File: src/rtl/lcd_pkg.sv
// Shared definitions for the LCD command sequencer: command codes, FSM states
// and the command width used by the sequencer and its FIFO.
package lcd_pkg;

  localparam int CMD_W = 4;

  typedef enum logic [CMD_W-1:0] {
    CMD_WRITE       = 4'd0,
    CMD_SHIFT_UP    = 4'd1,
    CMD_SHIFT_DOWN  = 4'd2,
    CMD_SHIFT_LEFT  = 4'd3,
    CMD_SHIFT_RIGHT = 4'd4,
    CMD_MAX         = 4'd5,
    CMD_MIN         = 4'd6,
    CMD_AVG         = 4'd7,
    CMD_ROT_CW      = 4'd8,
    CMD_ROT_CCW     = 4'd9,
    CMD_MIRROR_X    = 4'd10,
    CMD_MIRROR_Y    = 4'd11
  } lcd_cmd_e;

  typedef enum logic [2:0] {
    ST_IDLE,
    ST_ISSUE,
    ST_WAIT_ACK,
    ST_WAIT_DONE,
    ST_FIN
  } seq_state_e;

  // Codes above the last defined command (12-15) are rejected by the sequencer.
  function automatic logic is_legal_cmd(input logic [CMD_W-1:0] code);
    return code <= CMD_MIRROR_Y;
  endfunction

endpackage

File: src/rtl/lcd_cmd_fifo.sv
// Command FIFO for the LCD sequencer; DEPTH must be a power of two (2..16).
// The head is read straight from storage, so a word pushed into an empty FIFO
// becomes visible on the cycle after the push.
module lcd_cmd_fifo
  import lcd_pkg::*;
#(
  parameter int DEPTH = 8
) (
  input  logic             clk,
  input  logic             reset,
  input  logic             push_i,
  input  logic [CMD_W-1:0] data_i,
  input  logic             pop_i,
  output logic [CMD_W-1:0] head_o,
  output logic             full_o,
  output logic             empty_o,
  output logic [4:0]       count_o
);

  localparam int PW = (DEPTH > 1) ? $clog2(DEPTH) : 1;

  logic [CMD_W-1:0] mem_q [DEPTH];
  logic [PW-1:0]    wr_ptr_q, rd_ptr_q;
  logic [4:0]       count_q;
  logic             do_push, do_pop;

  assign full_o  = (count_q == 5'(DEPTH));
  assign empty_o = (count_q == 5'd0);
  assign count_o = count_q;
  assign head_o  = mem_q[rd_ptr_q];
  assign do_push = push_i && !full_o;
  assign do_pop  = pop_i && !empty_o;

  always_ff @(posedge clk) begin
    if (do_push) mem_q[wr_ptr_q] <= data_i;
  end

  // Pointers wrap naturally because DEPTH is a power of two.
  always_ff @(posedge clk or posedge reset) begin
    if (reset) begin
      wr_ptr_q <= '0;
      rd_ptr_q <= '0;
      count_q  <= 5'd0;
    end else begin
      if (do_push) wr_ptr_q <= wr_ptr_q + PW'(1);
      if (do_pop)  rd_ptr_q <= rd_ptr_q + PW'(1);
      case ({do_push, do_pop})
        2'b10:   count_q <= count_q + 5'd1;
        2'b01:   count_q <= count_q - 5'd1;
        default: count_q <= count_q;
      endcase
    end
  end

endmodule

File: src/rtl/lcd_cmd_seq.sv
// LCD command sequencer: queues host commands and issues them one at a time to
// the LCD controller. Define LCD_CMD_SEQ_STAT_EN to add the issued_cnt output.
module lcd_cmd_seq
  import lcd_pkg::*;
#(
  parameter int FIFO_DEPTH  = 8,
  parameter int ACK_TIMEOUT = 15
) (
  input  logic             clk,
  input  logic             reset,
  input  logic [CMD_W-1:0] host_cmd,
  input  logic             host_valid,
  output logic             host_ready,
  output logic [CMD_W-1:0] cmd,
  output logic             cmd_valid,
  input  logic             busy,
  input  logic             done,
  output logic [4:0]       fifo_count,
  output logic             err_illegal,
  output logic             err_timeout,
  output logic             seq_fin
`ifdef LCD_CMD_SEQ_STAT_EN
  ,
  output logic [7:0]       issued_cnt
`endif
);

  localparam int TMO_W = ($clog2(ACK_TIMEOUT + 1) > 4) ? $clog2(ACK_TIMEOUT + 1) : 4;
  localparam logic [TMO_W-1:0] TMO_LAST = TMO_W'(ACK_TIMEOUT - 1);
  localparam logic [TMO_W-1:0] TMO_MAX  = '1;

  seq_state_e       state_q, state_d;
  logic [CMD_W-1:0] cmd_q, cmd_d;
  logic [TMO_W-1:0] tmo_q, tmo_d;
  logic             err_illegal_q, err_illegal_d;
  logic             err_timeout_q, err_timeout_d;

  logic             host_fire, fifo_push, fifo_pop;
  logic             fifo_full, fifo_empty;
  logic [CMD_W-1:0] fifo_head;

  assign host_ready  = !fifo_full && (state_q != ST_FIN);
  assign host_fire   = host_valid && host_ready;
  assign fifo_push   = host_fire && is_legal_cmd(host_cmd);
  assign err_illegal = err_illegal_q;
  assign err_timeout = err_timeout_q;
  assign seq_fin     = (state_q == ST_FIN);

  lcd_cmd_fifo #(
    .DEPTH(FIFO_DEPTH)
  ) u_fifo (
    .clk    (clk),
    .reset  (reset),
    .push_i (fifo_push),
    .data_i (host_cmd),
    .pop_i  (fifo_pop),
    .head_o (fifo_head),
    .full_o (fifo_full),
    .empty_o(fifo_empty),
    .count_o(fifo_count)
  );

  always_ff @(posedge clk or posedge reset) begin
    if (reset) begin
      state_q       <= ST_IDLE;
      cmd_q         <= '0;
      tmo_q         <= '0;
      err_illegal_q <= 1'b0;
      err_timeout_q <= 1'b0;
    end else begin
      state_q       <= state_d;
      cmd_q         <= cmd_d;
      tmo_q         <= tmo_d;
      err_illegal_q <= err_illegal_d;
      err_timeout_q <= err_timeout_d;
    end
  end

  // cmd shows the FIFO head only during ISSUE and otherwise holds the last
  // issued code; a write command waits for done instead of a busy handshake.
  always_comb begin
    state_d       = state_q;
    cmd_d         = cmd_q;
    tmo_d         = tmo_q;
    err_timeout_d = err_timeout_q;
    err_illegal_d = err_illegal_q | (host_fire && !is_legal_cmd(host_cmd));
    fifo_pop      = 1'b0;
    cmd_valid     = 1'b0;
    cmd           = cmd_q;
    case (state_q)
      ST_IDLE: begin
        if (!fifo_empty && !busy) state_d = ST_ISSUE;
      end
      ST_ISSUE: begin
        cmd       = fifo_head;
        cmd_valid = 1'b1;
        fifo_pop  = 1'b1;
        cmd_d     = fifo_head;
        tmo_d     = '0;
        state_d   = (fifo_head == CMD_WRITE) ? ST_WAIT_DONE : ST_WAIT_ACK;
      end
      ST_WAIT_ACK: begin
        if (busy) begin
          state_d = ST_IDLE;
        end else if (tmo_q >= TMO_LAST) begin
          err_timeout_d = 1'b1;
          state_d       = ST_IDLE;
        end else if (tmo_q != TMO_MAX) begin
          tmo_d = tmo_q + TMO_W'(1);
        end
      end
      ST_WAIT_DONE: begin
        if (done) state_d = ST_FIN;
      end
      ST_FIN: begin
        state_d = ST_FIN;
      end
      default: begin
        state_d = ST_IDLE;
      end
    endcase
  end

`ifdef LCD_CMD_SEQ_STAT_EN
  logic [7:0] issued_q;

  always_ff @(posedge clk or posedge reset) begin
    if (reset) begin
      issued_q <= 8'd0;
    end else if (cmd_valid) begin
      issued_q <= issued_q + 8'd1;
    end
  end

  assign issued_cnt = issued_q;
`endif

endmodule

File: config.mk
export PLATFORM = sky130hd
export DESIGN_NAME = lcd_cmd_seq
export DESIGN_NICKNAME = d
export VERILOG_FILES = /design/src/rtl/lcd_pkg.sv /design/src/rtl/lcd_cmd_fifo.sv /design/src/rtl/lcd_cmd_seq.sv
export SDC_FILE = /design/constraint.sdc
export NUM_CORES = 1
export LEC_CHECK = 0
export CORE_MARGIN = 8
export CORE_UTILIZATION = 61
export DETAILED_ROUTE_END_ITERATION = 8
export GPL_ROUTABILITY_DRIVEN = 1
export PLACE_DENSITY = 0.83
export SYNTH_ARGS = -nofsm -noshare
export SYNTH_HDL_FRONTEND = slang
export SYNTH_SLANG_ARGS = --single-unit
export TNS_END_PERCENT = 100
File: constraint.sdc
create_clock -name clk -period 5.7 [get_ports clk]
set_clock_uncertainty 0.05 [all_clocks]
set_input_delay 1.14 -clock clk [delete_from_list [all_inputs] [get_ports clk]]
set_output_delay 1.14 -clock clk [all_outputs]
set_load 0.1 [all_outputs]
==> results of run 1 <==
## Yosys cell counts, drive strengths merged, types with 3 or more instances
cell type,count
a21oi,8
a31oi,5
buf,5
clkbuf,4
dfrtp,24
edfxtp,32
ha,7
inv,7
mux2,3
mux2i,4
mux4,8
nand2,12
nand2b,5
nor2,14
nor3,5
o21ai,8
xnor2,5
xor2,5
## sequential cells by signal, summed over array words and instances, names as in the netlist
signal / count
cmd_q: 4
err_illegal: 1
err_timeout: 1
state_q: 3
tmo_q: 4
u_fifo.count_o: 5
u_fifo.mem_q: 32
u_fifo.rd_ptr_q: 3
u_fifo.wr_ptr_q: 3
## path summary, 6_finish.rpt
| kind | to | depth (start not counted) | startpoint |
|---|---|---|---|
| setup / recovery | cmd[1] | 5 | state_q[0]$_DFFE_PP0P_ |
| hold / removal | err_illegal$_DFF_PP0_ | 1 | err_illegal$_DFF_PP0_ |
| setup reg to reg | u_fifo.count_o[4]$_DFFE_PP0P_ | 10 | state_q[0]$_DFFE_PP0P_ |
| hold reg to reg | err_illegal$_DFF_PP0_ | 1 | err_illegal$_DFF_PP0_ |
| max in group asynchronous | cmd_q[0]$_DFF_PP0_ | 2 | reset |
| min in group asynchronous | u_fifo.wr_ptr_q[0]$_DFFE_PP0P_ | 2 | reset |
## area by class of cell
| type | count | area [um^2] |
|---|---|---|
| flip-flops and latches | 56 | 1562 |
| repair buffers | 22 | 220.2 |
| inverters | 7 | 26.28 |
| clock inverters | 3 | 21.27 |
| fillers | 285 | 1130 |
| clock buffers | 5 | 68.82 |
| multi-input cells | 114 | 938.4 |
| well taps | 50 | 62.56 |
## placed cells by master, fill, tap and decap left out, types with 2 or more instances in the layout
| cell | count |
|---|---|
| o21ai_1 | 4 |
| nor4_1 | 2 |
| dfrtp_1 | 24 |
| mux2i_1 | 4 |
| clkdlybuf4s50_1 | 22 |
| mux4_2 | 8 |
| a21oi_1 | 8 |
| nand2b_1 | 4 |
| xor2_1 | 5 |
| nand2_1 | 11 |
| clkbuf_8 | 5 |
| a41o_1 | 2 |
| edfxtp_1 | 32 |
| o21ai_0 | 4 |
| nor2b_1 | 2 |
| inv_1 | 7 |
| nor2_1 | 14 |
| ha_1 | 7 |
| a22o_1 | 2 |
| nor3_2 | 4 |
| o21bai_1 | 2 |
| a31oi_1 | 4 |
| a22oi_1 | 2 |
| xnor2_1 | 5 |
## layer usage
| layer | part of all wire | vias up | GRT usage |
|---|---|---|---|
| met5 | 0 | - | 0 |
| met1 | 0.43 | 779 | 0.1989 |
| li1 | - | 723 | - |
| met3 | 0.052 | 5 | 0.05188 |
| met4 | 0.0092 | 0 | 0.05893 |
| met2 | 0.51 | 34 | 0.2638 |
## kinds of logic (layout without fill, tap and decap cells)
group	Yosys count	count (layout)	share of synthesized area
muxes	15	15	0.09971
DFF	56	56	0.6041
xor gates and xnor gates	10	10	0.03388
adders and majority gates	7	7	0.03388
and+or+nand+nor	48	48	0.1089
buffers and inverters	16	37	0.03292
AOI/OAI and AO/OA	34	34	0.08664
## through the flow
| step | area (um^2) | util | cells | setup slack, ns | hold slack, ns |
|---|---|---|---|---|---|
| floorplan | 2585 | - | 186 | 0.7231 | 0.4257 |
| global placement | 2809 | 0.6972 | 249 | 1.956 | 0.3996 |
| detailed placement | 2809 | 0.6972 | 249 | 1.821 | 0.4213 |
| CTS | 2899 | 0.7196 | 257 | 1.469 | 0.4448 |
| global route | 2899 | 0.7196 | 257 | 1.188 | 0.4648 |
| finish | 2899 | 0.7196 | 257 | 1.457 | 0.4430 |
==> results.ini, run 1 <==
[status]
status=completed

[cts]
post_cts_resized=0
cts_max_level=2
clock_path_buffers=2
cts_sinks=56
path_clk_slew_ns=0.10
cts_setup_buffers=0
ctsHoldBuffers=0
cts_tree=yes
clock-root-buffer=clkbuf_8
cts_buffers=5
clk_latency_ns=0.31

[worst_setup_path]
cp_max_fo=13
crit_buf_inv=1
cp_cell_sequence=nand2b_1, nor2_1, nor2_1, a21oi_1, clkdlybuf4s50_1
critPathMaxStageDelay_ns=1.17
start_kind=flop
worst-endpoint-arrival_ns=3.05
crit_slowest_cell=clkdlybuf4s50_1
end_kind=primary output
critPathKind=reg2out
ff2ff_setup_slack_ns=2.85
critical_path.top_delay_family=buffers and inverters
cpMostUsedCell=nor2_1
required_ns=4.51

[global_routing]
overflow=0
antenna_found_initial=0
first_global_vias=1631
grt_use_total=0.1623
grt_pass1_wl_mm=8.024
grt_max_degree=25

[logic_synthesis]
synth_cells=186
synth_area_um2=2585
synth_top_cell_area_share=0.3717
syn_nets=202
avgSynthCellArea_um2=13.90
synthFlopType=edfxtp_1
yosysTopAreaCell=edfxtp_1
yosys_warnings=0
netlist_top_cells_area=edfxtp_1 37%, dfrtp_1 23%, mux4_2 7.0%, ha_1 3.4%, nor2_1 2.0%
seq_area_frac_synth=0.6041
synth_edf_count=32
synthArstFlopShare=0.4286
synth_seq_cells=56
synth_cell_types=47

[sta]
period_share=0.7445
finalSetupTns_ns=0
maxSlewViolCount=0
tightest_slew_ns=0.9944
hold_viol=0
fmax_mhz=235.7
max_slew_margin=0.3350
setup_viol=0
rsz0062_at_grt=no
fin_crit_ns=4.244

[route]
vias_per_cell=5.996
finalWirelength_mm=4.782
postRouteAntennaNets=0
drtPass1Iterations=4
drtIter0Drc=58
routedWlPerCell_um=18.61
drc_errors=0
dr_total_vias=1541

[die]
core_um2=4029
ioPinCount=23
rows=23
die_area_um2=6576
fp.dieH_um=81.10
initial_core_util=0.6416
fp.dieW_um=81.10

[finish]
fin_nets=222
diodes=0
area_delta_synth_final_pct=12.15
layout-drive-gt1-share=0.1353

[placement]
place.port_buffers=22
gp_congestion=0.8888
hpwl_mm=3.526

[hold_path]
holdCritPathClass=reg2reg

[run]
max_cap_viol_count=0

Power of run 1 is not shown: default switching activity piles up to over one toggle a cycle in this logic, so the estimate is an artifact.
==> inputs of run 2 (changes only) <==
- CORE_UTILIZATION: 61 -> 57
- PLACE_DENSITY: 0.83 -> 0.78
- clock period: 5.7 -> 4 ns (I/O delays scaled with it)
==> run 2 against run 1 <==
  * Worst setup slack lost 0.52 ns
  * Die area grew 5.6%
  * First-iteration DRC count is 22% higher
  * Register-to-register slack lost 1.6 ns
  * Critical path depth unchanged
  * Core utilization shrank 5.4 points
  * Non-clock buffer count unchanged
  * Sequential share of layout area is the same
  * Global-route usage is 2.7 points lower
  * Via count shrank 0.91%
  * Clock-buffer cell count unchanged
  * Largest cell class unchanged
  * Design area unchanged
==> results.ini, run 2 (synthesis gave the netlist of run 1 again) <==
[status]
status=completed

[die]
core_um2=4354
ioPinCount=23
fp.dieW_um=83.34
initial_core_util=0.5937
rows=24
die_area_um2=6946
fp.dieH_um=83.34

[placement]
dp_cells=251
gp_congestion=0.8559
post-place-ws_ns=0.7240
placed_cell_area_um2=2805
place.port_buffers=22
hpwl_mm=3.428

[worst_setup_path]
rr_endpoint=u_fifo.count_o[4]$_DFFE_PP0P_
cp_max_fo=9
crit_cells=5
worst-endpoint-arrival_ns=2.21
critPathKind=reg2out
required_ns=3.15
start_kind=flop
critical_path.top_delay_family=multiplexers
rr_startpoint=state_q[0]$_DFFE_PP0P_
critPathMaxStageDelay_ns=0.66
cp_cell_sequence=mux4_2, mux2i_1, nand2_1, o21a_1, buf_4
end_kind=primary output
crit_buf_inv=1
cp-startpoint=u_fifo.rd_ptr_q[1]$_DFFE_PP0P_
ff2ff_setup_slack_ns=1.24
ff2ff_path_depth=10
cp-endpoint=cmd[3]
crit_slowest_cell=dfrtp_1

[route]
routedWlPerCell_um=17.60
drtPass1Iterations=4
drc_errors=0
dr_total_vias=1527
vias_per_cell=5.896
postRouteAntennaNets=0
drtIter0Drc=71
finalWirelength_mm=4.558

[global_routing]
antenna_found_initial=0
overflow=0
grt_use_total=0.1353
grt_pass1_wl_mm=7.797
first_global_vias=1581
grt_max_degree=25

[sta]
tightest_slew_ns=0.9959
final.setup.worst_slack_ns=0.9369
hold_viol=0
finalSetupTns_ns=0
setup_viol=0
fin_crit_ns=3.063
fmax_mhz=326.5
period_share=0.7658
rsz0062_at_grt=no
maxSlewViolCount=0
max_slew_margin=0.3340

[finish]
stdcell_count=259
largest_reg_flops=32
regMostFlops=u_fifo.mem_q
fin_nets=222
final_cell_mix=32 x edfxtp_1, 24 x dfrtp_1, 15 x clkdlybuf4s50_1
design_area_um2=2899
diodes=0
final_common_cell=edfxtp_1
area_delta_synth_final_pct=12.15
layout-drive-gt1-share=0.1739

[cts]
clock_path_buffers=2
clk_latency_ns=0.30
cts_tree=yes
cts_buffers=5
ctsHoldBuffers=0
cts_sinks=56
clock-root-buffer=clkbuf_8
post_cts_resized=0
cts_max_level=2
path_clk_slew_ns=0.10
cts_setup_buffers=0

[run]
max_cap_viol_count=0

[hold_path]
holdCritPathClass=reg2reg

run 2: final cells by class:
cell class                      instances  area (um^2)
Clock inverter                          3        25.02
Clock buffer                            5        68.82
Timing Repair Buffer                   22        202.7
Sequential cell                        56         1562
Multi-Input combinational cell        114        949.7
Fill cell                             303         1455
Tap cell                               52        65.06
Inverter                                7        26.28
run 2: through the flow:
step,utilization,hold slack [ns]
2_1_floorplan,-,0.4257
3_3_place_gp,0.6443,0.4032
3_5_place_dp,0.6443,0.4064
4_1_cts,0.6658,0.4355
5_1_grt,0.6658,0.4687
6_report,0.6658,0.4306
run 2: how the worst min path moves through the flow:
stage	start	end	slack, ns	cells after the start
final	err_illegal$_DFF_PP0_	err_illegal$_DFF_PP0_	0.43	1
after floorplan	u_fifo.wr_ptr_q[2]$_DFFE_PP0P_	u_fifo.wr_ptr_q[2]$_DFFE_PP0P_	0.43	1
after detailed placement	err_illegal$_DFF_PP0_	err_illegal$_DFF_PP0_	0.41	1
after CTS	err_illegal$_DFF_PP0_	err_illegal$_DFF_PP0_	0.44	1
after global routing	err_illegal$_DFF_PP0_	err_illegal$_DFF_PP0_	0.47	1
after global placement	err_timeout$_DFFE_PP0P_	err_timeout$_DFFE_PP0P_	0.40	1
run 2: layer usage:
layer  vias up  part of all wire  track usage
met5         -                 0            0
met4         0             0.014      0.03994
met3         6             0.040      0.03418
met2        29              0.51       0.2306
met1       762              0.44       0.1639
li1        730                 -            -
run 2: worst reg2reg max path, stage by stage, from the launching register on:
cell and delay (ns):
dfrtp_1 0.61, nand2b_1 0.20, nor3_2 0.44, ha_1 0.42
xor2_1 0.19, ha_1 0.20, nand2_1 0.06, nor2_1 0.10
o21ai_0 0.09, a31oi_1 0.21, xnor2_1 0.13
Power of run 2 is left out for the same reason.
